File: config.mk
export PLATFORM = sky130hd
export DESIGN_NAME = uart_tx_arbiter
export DESIGN_NICKNAME = d
export VERILOG_FILES = /design/src/rtl/uart_tx_arbiter.sv
export SDC_FILE = /design/constraint.sdc
export NUM_CORES = 1
export LEC_CHECK = 0
export ABC_AREA = 0
export CORE_MARGIN = 1
export CORE_UTILIZATION = 38
export CTS_BUF_LIST = sky130_fd_sc_hd__clkbuf_8
export DETAILED_ROUTE_END_ITERATION = 8
export PLACE_DENSITY = 0.79
export SYNTH_ARGS = -nofsm -noshare
export SYNTH_HDL_FRONTEND = slang
export SYNTH_SLANG_ARGS = --single-unit
export TNS_END_PERCENT = 30
File: constraint.sdc
create_clock -name clk -period 1.7 [get_ports clk]
set_input_delay 0.17 -clock clk [delete_from_list [all_inputs] [get_ports clk]]
set_output_delay 0.17 -clock clk [all_outputs]
set_load 0.05 [all_outputs]
File: src/rtl/uart_tx_arbiter.sv
// Round-robin arbiter that hands the single UART transmit path to one client at a time.
// A grant covers one frame (or MAX_BURST bytes) and is held until the UART has drained it.
module uart_tx_arbiter #(
    parameter int NREQ         = 4,
    parameter int FIFO_WIDTH   = 8,
    parameter int FIFO_DEPTH   = 8,
    parameter int MAX_BURST    = 8,
    parameter int IDLE_TIMEOUT = 64
) (
    input  logic                       clk,
    input  logic                       rst,
    input  logic [NREQ-1:0]            req_valid,
    input  logic [NREQ*FIFO_WIDTH-1:0] req_data,
    input  logic [NREQ-1:0]            req_last,
    output logic [NREQ-1:0]            req_ready,
    output logic [NREQ-1:0]            grant,
    output logic                       wen,
    output logic [FIFO_WIDTH-1:0]      wr_data,
    input  logic                       tx_full,
    input  logic                       tx_empty,
    input  logic                       tx_done,
    output logic                       tx_begin,
    output logic                       busy
);

    localparam int PW = (NREQ > 1) ? $clog2(NREQ) : 1;
    localparam int BW = $clog2(MAX_BURST + 1);
    localparam int IW = $clog2(IDLE_TIMEOUT + 1);
    // A burst can never exceed what the UART FIFO holds while it waits for tx_begin.
    localparam int BURST_LIMIT = (MAX_BURST < FIFO_DEPTH) ? MAX_BURST : FIFO_DEPTH;

    localparam logic [BW-1:0] BURST_LAST = BW'(BURST_LIMIT - 1);
    localparam logic [IW-1:0] IDLE_LAST  = IW'(IDLE_TIMEOUT - 1);

    localparam logic [1:0] S_IDLE  = 2'd0;
    localparam logic [1:0] S_XFER  = 2'd1;
    localparam logic [1:0] S_FLUSH = 2'd2;

    logic [1:0]            state;
    logic [PW-1:0]         rr_ptr;
    logic [BW-1:0]         burst_cnt;
    logic [IW-1:0]         idle_cnt;

    logic                  pick_found;
    logic [PW-1:0]         pick_idx;
    int                    cand;
    logic [PW-1:0]         g_idx;
    logic                  g_valid;
    logic                  g_last;
    logic [FIFO_WIDTH-1:0] g_data;
    logic [PW-1:0]         rr_next;
    logic                  beat;
    logic                  close_beat;
    logic                  timeout;

    // Lowest offset from rr_ptr wins, so scan from the far end and let nearer hits override.
    // NOTE: every signal driven here gets a default first, otherwise the tool infers latches.
    always_comb begin
        pick_found = 1'b0;
        pick_idx   = '0;
        cand       = 0;
        for (int i = NREQ - 1; i >= 0; i--) begin
            cand = int'(rr_ptr) + i;
            if (cand >= NREQ) cand = cand - NREQ;
            if (req_valid[cand[PW-1:0]]) begin
                pick_found = 1'b1;
                pick_idx   = cand[PW-1:0];
            end
        end
    end

    // Grant is one-hot, so an AND-OR mux selects the owner's inputs.
    always_comb begin
        g_idx  = '0;
        g_data = '0;
        for (int i = 0; i < NREQ; i++) begin
            if (grant[i]) begin
                g_idx  = PW'(i);
                g_data = g_data | req_data[i*FIFO_WIDTH +: FIFO_WIDTH];
            end
        end
    end

    assign g_valid    = |(req_valid & grant);
    assign g_last     = |(req_last & grant);
    assign rr_next    = (g_idx == PW'(NREQ - 1)) ? '0 : g_idx + PW'(1);

    assign beat       = (state == S_XFER) && g_valid && !tx_full;
    assign close_beat = beat && (g_last || (burst_cnt == BURST_LAST));
    assign timeout    = (state == S_XFER) && !beat && (idle_cnt == IDLE_LAST);

    assign req_ready  = ((state == S_XFER) && !tx_full) ? grant : '0;
    assign wen        = beat;
    assign wr_data    = beat ? g_data : '0;
    assign busy       = (state != S_IDLE);

    // NOTE: sequential state uses non-blocking assignments so every register samples pre-edge values.
    always_ff @(posedge clk or posedge rst) begin
        if (rst) begin
            state     <= S_IDLE;
            grant     <= '0;
            rr_ptr    <= '0;
            burst_cnt <= '0;
            idle_cnt  <= '0;
            tx_begin  <= 1'b0;
        end else begin
            case (state)
                S_IDLE: begin
                    if (pick_found) begin
                        grant     <= NREQ'(1) << pick_idx;
                        burst_cnt <= '0;
                        idle_cnt  <= '0;
                        state     <= S_XFER;
                    end
                end
                S_XFER: begin
                    if (beat) begin
                        burst_cnt <= burst_cnt + BW'(1);
                        idle_cnt  <= '0;
                    end else if (idle_cnt != '1) begin
                        idle_cnt  <= idle_cnt + IW'(1);
                    end
                    if (close_beat || timeout) begin
                        rr_ptr <= rr_next;
                        // An empty grant has nothing to send, so skip FLUSH entirely.
                        if (close_beat || (burst_cnt != '0)) begin
                            state    <= S_FLUSH;
                            tx_begin <= 1'b1;
                        end else begin
                            state <= S_IDLE;
                            grant <= '0;
                        end
                    end
                end
                S_FLUSH: begin
                    if (tx_done && tx_empty) begin
                        tx_begin <= 1'b0;
                        grant    <= '0;
                        state    <= S_IDLE;
                    end
                end
                default: begin
                    state <= S_IDLE;
                    grant <= '0;
                end
            endcase
        end
    end

endmodule

### After elaboration in Yosys (flattened, before gate mapping)

Index checks and enable logic that the tools add are counted.

* muxes and demuxes: 51
* magnitude comparators: 8
* add/subtract/negate cells: 10
* eq/ne operators: 13
* reductions and logical operators: 25
* bitwise operators: 5
* shift-type cells: 1

Operators with widths (count)
* 2-to-1 mux 8 bit: 5
* 2-to-1 mux 2 bit: 15
* 2-to-1 mux 4 bit: 7
* OR 8 bit: 3
* 2-to-1 mux 7 bit: 3
* one-hot mux 7 bit (2 select lines): 1
* < comparator 2 x 3 -> 1 bit (second input constant): 4
* 2-to-1 mux 1 bit: 12
* one-hot mux 4 bit (3 select lines): 1
* >= comparator 3 bit (second input constant): 3
* AND reduction 3 bit: 3
* AND 4 bit: 2
* binary-select mux 1 bit (select 2 bit): 4
* inequality test 2 bit (second input constant): 4
* one-hot mux 4 bit (2 select lines): 1
* AND reduction 4 bit: 2
* OR reduction 4 bit: 2
* subtractor 2 x 1 -> 2 bit (second input constant): 4
* adder 7 x 1 -> 7 bit (second input constant): 1
* == test 7 x 6 -> 1 bit (second input constant): 1
* logical AND 1 bit: 7
* inequality test 7 bit (second input constant): 1
* adder 2 x 2 -> 3 bit (second input constant): 2
* one-hot mux 2 bit (3 select lines): 1
* other kinds (17): 24

* bits in registers: 20
* logic and storage cells: 119

### Depth between registers and ports, before layout

Gate-level depths: netlist of run 1.

* depth after elaboration: 12
* mapped depth: 7
* mapped depth without buffers: 7

### Worst setup path before layout of run 1

Ideal clock, no wire load.

* path kind: reg2out
* from: register grant[3]
* to: output wr_data[0]
* path buffers: 1
* path slack: -0.508 ns
* data required time: 1.530 ns
* stages on the path, launching flop included: 6
* data arrival time: 2.038 ns
* cells stage by stage: dfrtp_1 > a22oi_1 > nand2_1 > nand2_1 > clkbuf_1 > a21oi_1

* longest elaborated chain between the ends: 5

Ends and longest elaborated chain
* start, declared: line 16 `output logic [NREQ-1:0] grant,`
* start signal, assigned: line 110 `grant <= NREQ'(1) << pick_idx;`
* AND 4 bit: line 84 `assign g_valid = |(req_valid & grant);`
* OR reduction 4 bit: line 84
* logical AND 1 bit (2 in a row): line 88 `assign beat = (state == S_XFER) && g_valid && !tx_full;`
* 2-to-1 mux 8 bit (*): line 94 `assign wr_data = beat ? g_data : '0;`
* end, declared: line 18 `output logic [FIFO_WIDTH-1:0] wr_data,`

Every way passes the cells marked *; elsewhere a longest branch is shown, timed or not.

### Worst setup path in the final report of run 1

* from: register grant[0]
* to: register rr_ptr[0]

* longest elaborated chain between the ends: 9

Ends and longest elaborated chain
* AND 4 bit: line 84
* OR reduction 4 bit: line 84
* logical AND 1 bit (2 in a row): line 88
* zero test 1 bit: line 90 `assign timeout = (state == S_XFER) && !beat && (idle_cnt == IDLE_LAST);`
* logical AND 1 bit (2 in a row): line 90
* logical OR 1 bit (*): line 123 `if (close_beat || timeout) begin`
* AND reduction 2 bit (no line) (*)
* end signal, assigned: line 124 `rr_ptr <= rr_next;`
* end, declared: line 40 `logic [PW-1:0] rr_ptr;`

Marked as above.
A chain may end at the register's enable or synchronous reset.

==> results of run 1 <==
==> sequential cells by signal, summed over array words and instances, names as in the netlist <==
register   cells
idle_cnt       7
burst_cnt      4
grant          4
rr_ptr         2
state          2
tx_begin       1
==> Yosys cell counts, types with 2 or more instances <==
cell type  count  area share, %
a22o_1         2            1.3
nor2_1        13            3.6
a221oi_1       2            1.3
nor3_1         2           0.74
and2_1         4            1.8
o2bb2ai_1      2            1.3
nand2b_1       2           0.92
inv_1          9            2.5
a21oi_1       14            5.2
nand4_1        2           0.92
o21ai_1        2           0.74
o21ai_0        9            3.3
a21o_1         3            1.7
nand3_1        3            1.1
a22oi_1       20             11
xor2_1         2            1.3
nand4b_1       2            1.3
a32o_1         3            2.2
clkbuf_1       5            1.4
ha_1           3            2.8
nand2_1       11            3.0
dfrtp_1       20             37
==> cell families (layout without fill, tap and decap cells) <==
| family | after synthesis | in the layout | synth area share, % |
|---|---|---|---|
| compound gates | 64 | 64 | 32.3 |
| xor+xnor | 2 | 2 | 1.29 |
| fa+ha+maj | 3 | 3 | 2.77 |
| buf+inv | 15 | 115 | 4.15 |
| flops | 20 | 20 | 36.9 |
| mux | 3 | 3 | 2.67 |
| simple gates | 48 | 48 | 19.9 |
==> area by class of cell <==
| type | count | area (sq um) |
|---|---|---|
| clock buffers | 3 | 41.3 |
| clock inverters | 1 | 30.0 |
| fillers | 194 | 691 |
| inverters | 10 | 37.5 |
| multi-input cells | 120 | 987 |
| flip-flops and latches | 20 | 507 |
| well taps | 46 | 57.6 |
| repair buffers | 101 | 1040 |
==> through the flow <==
stage / total power, mW / worst slack [ns] / instances
global placement: 2.71 / -0.252 / 288
floorplan: 1.92 / -0.177 / 155
global route: 3.78 / -0.148 / 301
CTS: 3.45 / -0.118 / 297
detailed placement: 2.81 / -0.347 / 288
finish: 3.61 / -0.104 / 301
==> final timing paths <==
check	from	to	slack [ns]	depth (start not counted)
worst max-delay path	grant[0]	rr_ptr[0]	-0.10	5
worst min-delay path	rst	tx_begin	0.14	2
worst max register to register	grant[0]	rr_ptr[0]	-0.10	5
worst min register to register	tx_begin	tx_begin	0.53	1
max in group asynchronous	rst	grant[2]	1.12	3
min in group clk	tx_begin	tx_begin	0.53	1
==> metal layers <==
metal	routed length (um)	vias up	track usage, %
met2	3040	103	51.2
met4	122	0	10.5
met3	337	14	1.24
met1	2200	884	38.1
met5	0	-	0
li1	-	791	-
==> timing repair <==
item	in CTS	in global routing
endpoints found under the setup margin	24	26
gates cloned	0	0
gates resized for setup	20	11
setup buffers	5	5
pin swaps	5	6
==> worst reg2reg max path, delay by kind of cell (launching register included) <==
| kind | cells | cell delay, ns |
|---|---|---|
| AOI/OAI and AO/OA | 2 | 0.34 |
| DFF | 1 | 0.42 |
| muxes | 1 | 0.30 |
| and+or+nand+nor | 2 | 0.64 |
==> power by group <==
| part | leakage [nW] | internal (mW) | switching, mW |
|---|---|---|---|
| clock | 0.0357 | 0.315 | 0.174 |
| combinational | 0.828 | 1.02 | 1.34 |
| sequential | 0.252 | 0.620 | 0.139 |
==> impl_metrics.ini, run 1 <==
[die]
core-area_sq_um = 3390
ios = 64
die-height_um = 61.7
num_rows = 21
initial_core_util_pct = 40.0
die_area_sq_um = 3810
die_w_um = 61.7

[setup_path]
crit_chain = a22oi_2 -> a21oi_2 -> or4_4 -> nand2_4 -> mux2_4
critPathBufInv = 0
end_kind = flip-flop
start_kind = flip-flop
critPathRequiredTime_ns = 1.86
critPathKind = flip-flop to flip-flop
slowest_delay_ns = 0.55
critPathSlowestCell = or4_4
cp_top_family = simple AND/OR/NAND/NOR gates
arrival_ns = 1.96
crit_fanout = 2

[logic_synthesis]
synth-seq-cells = 20
yosysSeqAreaShare_pct = 36.9
syn_area_per_cell_sq_um = 8.75
ys_types = 42
netlist_area_sq_um = 1360
ys.flop_type = dfrtp_1
synthArstFlopShare_pct = 100
postSynthCellCount = 155
synth_edf_count = 0
synth_nets = 203
ys_warn_count = 0

[route]
dr.pass1.iters = 4
vias = 1792
avgViaCountPerCell = 5.95
drc_errors = 0
drt_wl_total_mm = 5.71
wire_per_inst_um = 19.0
detail-route-antenna-nets = 0
drt_iter0_drc = 121

[placed_design]
io_buffers = 63
dp_hpwl_mm = 3.92
gp_congestion = 0.864
dpl_cell_area_sq_um = 2420

[cells_and_area]
layout_commonest_cell = clkdlybuf4s50_1
drive_gt1_share_pct = 38.8
area_growth_pct = 99.0
fin_nets = 304
mostFrequentLayoutCells = clkdlybuf4s50_1 (44), buf_4 (42), a22oi_1 (18), dfrtp_1 (15), buf_12 (13)
utilization_pct = 79.6
diodes = 0
final_area_sq_um = 2700

[timing]
finalSetupViolCount = 17
holdWs_ns = 0.139
setup_ws_ns = -0.104
drv_slew = 0
final_hold_viol_count = 0
worstMarginPinSlew_ns = 0.450
period_share_pct = 106
setup-tns-final_ns = -0.508
rsz0062_at_grt = yes
fmax_mhz = 554
period_needed_ns = 1.80
max_slew_margin_pct = 70.0
fin_worst_skew_ns = 0.0108

[status]
violations = negative setup slack
outcome = complete, but fails checks

[global_routing]
grt_pass1_wl_mm = 8.01
grt_usage_pct = 29.0
grt_overflow = 0
first_global_vias = 1708
grt_max_degree = 15
antenna_found_initial = 0

[power]
power_density_nw_per_um2 = 1340
vdd_drop_max_mv = 0.826
leakagePower_nw = 1.12

[cts]
cts_tree = done
ctsHoldBuffers = 0
clkTransAtPathRegs_ns = 0.09
htree_levels = 1
clock_sinks = 20
cts_inserted_buffers = 3
clock-root-buffer = clkbuf_8
clock_latency_ns = 0.27
cts_max_path_buffers = 2

[min_path]
hold_path_class = primary input to asynchronous set/reset pin

[flow_run]
maxCapViolations = 0
(Power assumes the default switching activity.)
==> run 2, diff against run 1 <==
Settings changed: ABC_AREA 0 to not set, CAP_MARGIN set to 40.
==> results of run 2 <==
No change in the layout: final DEF, timing and power equal those of run 1.
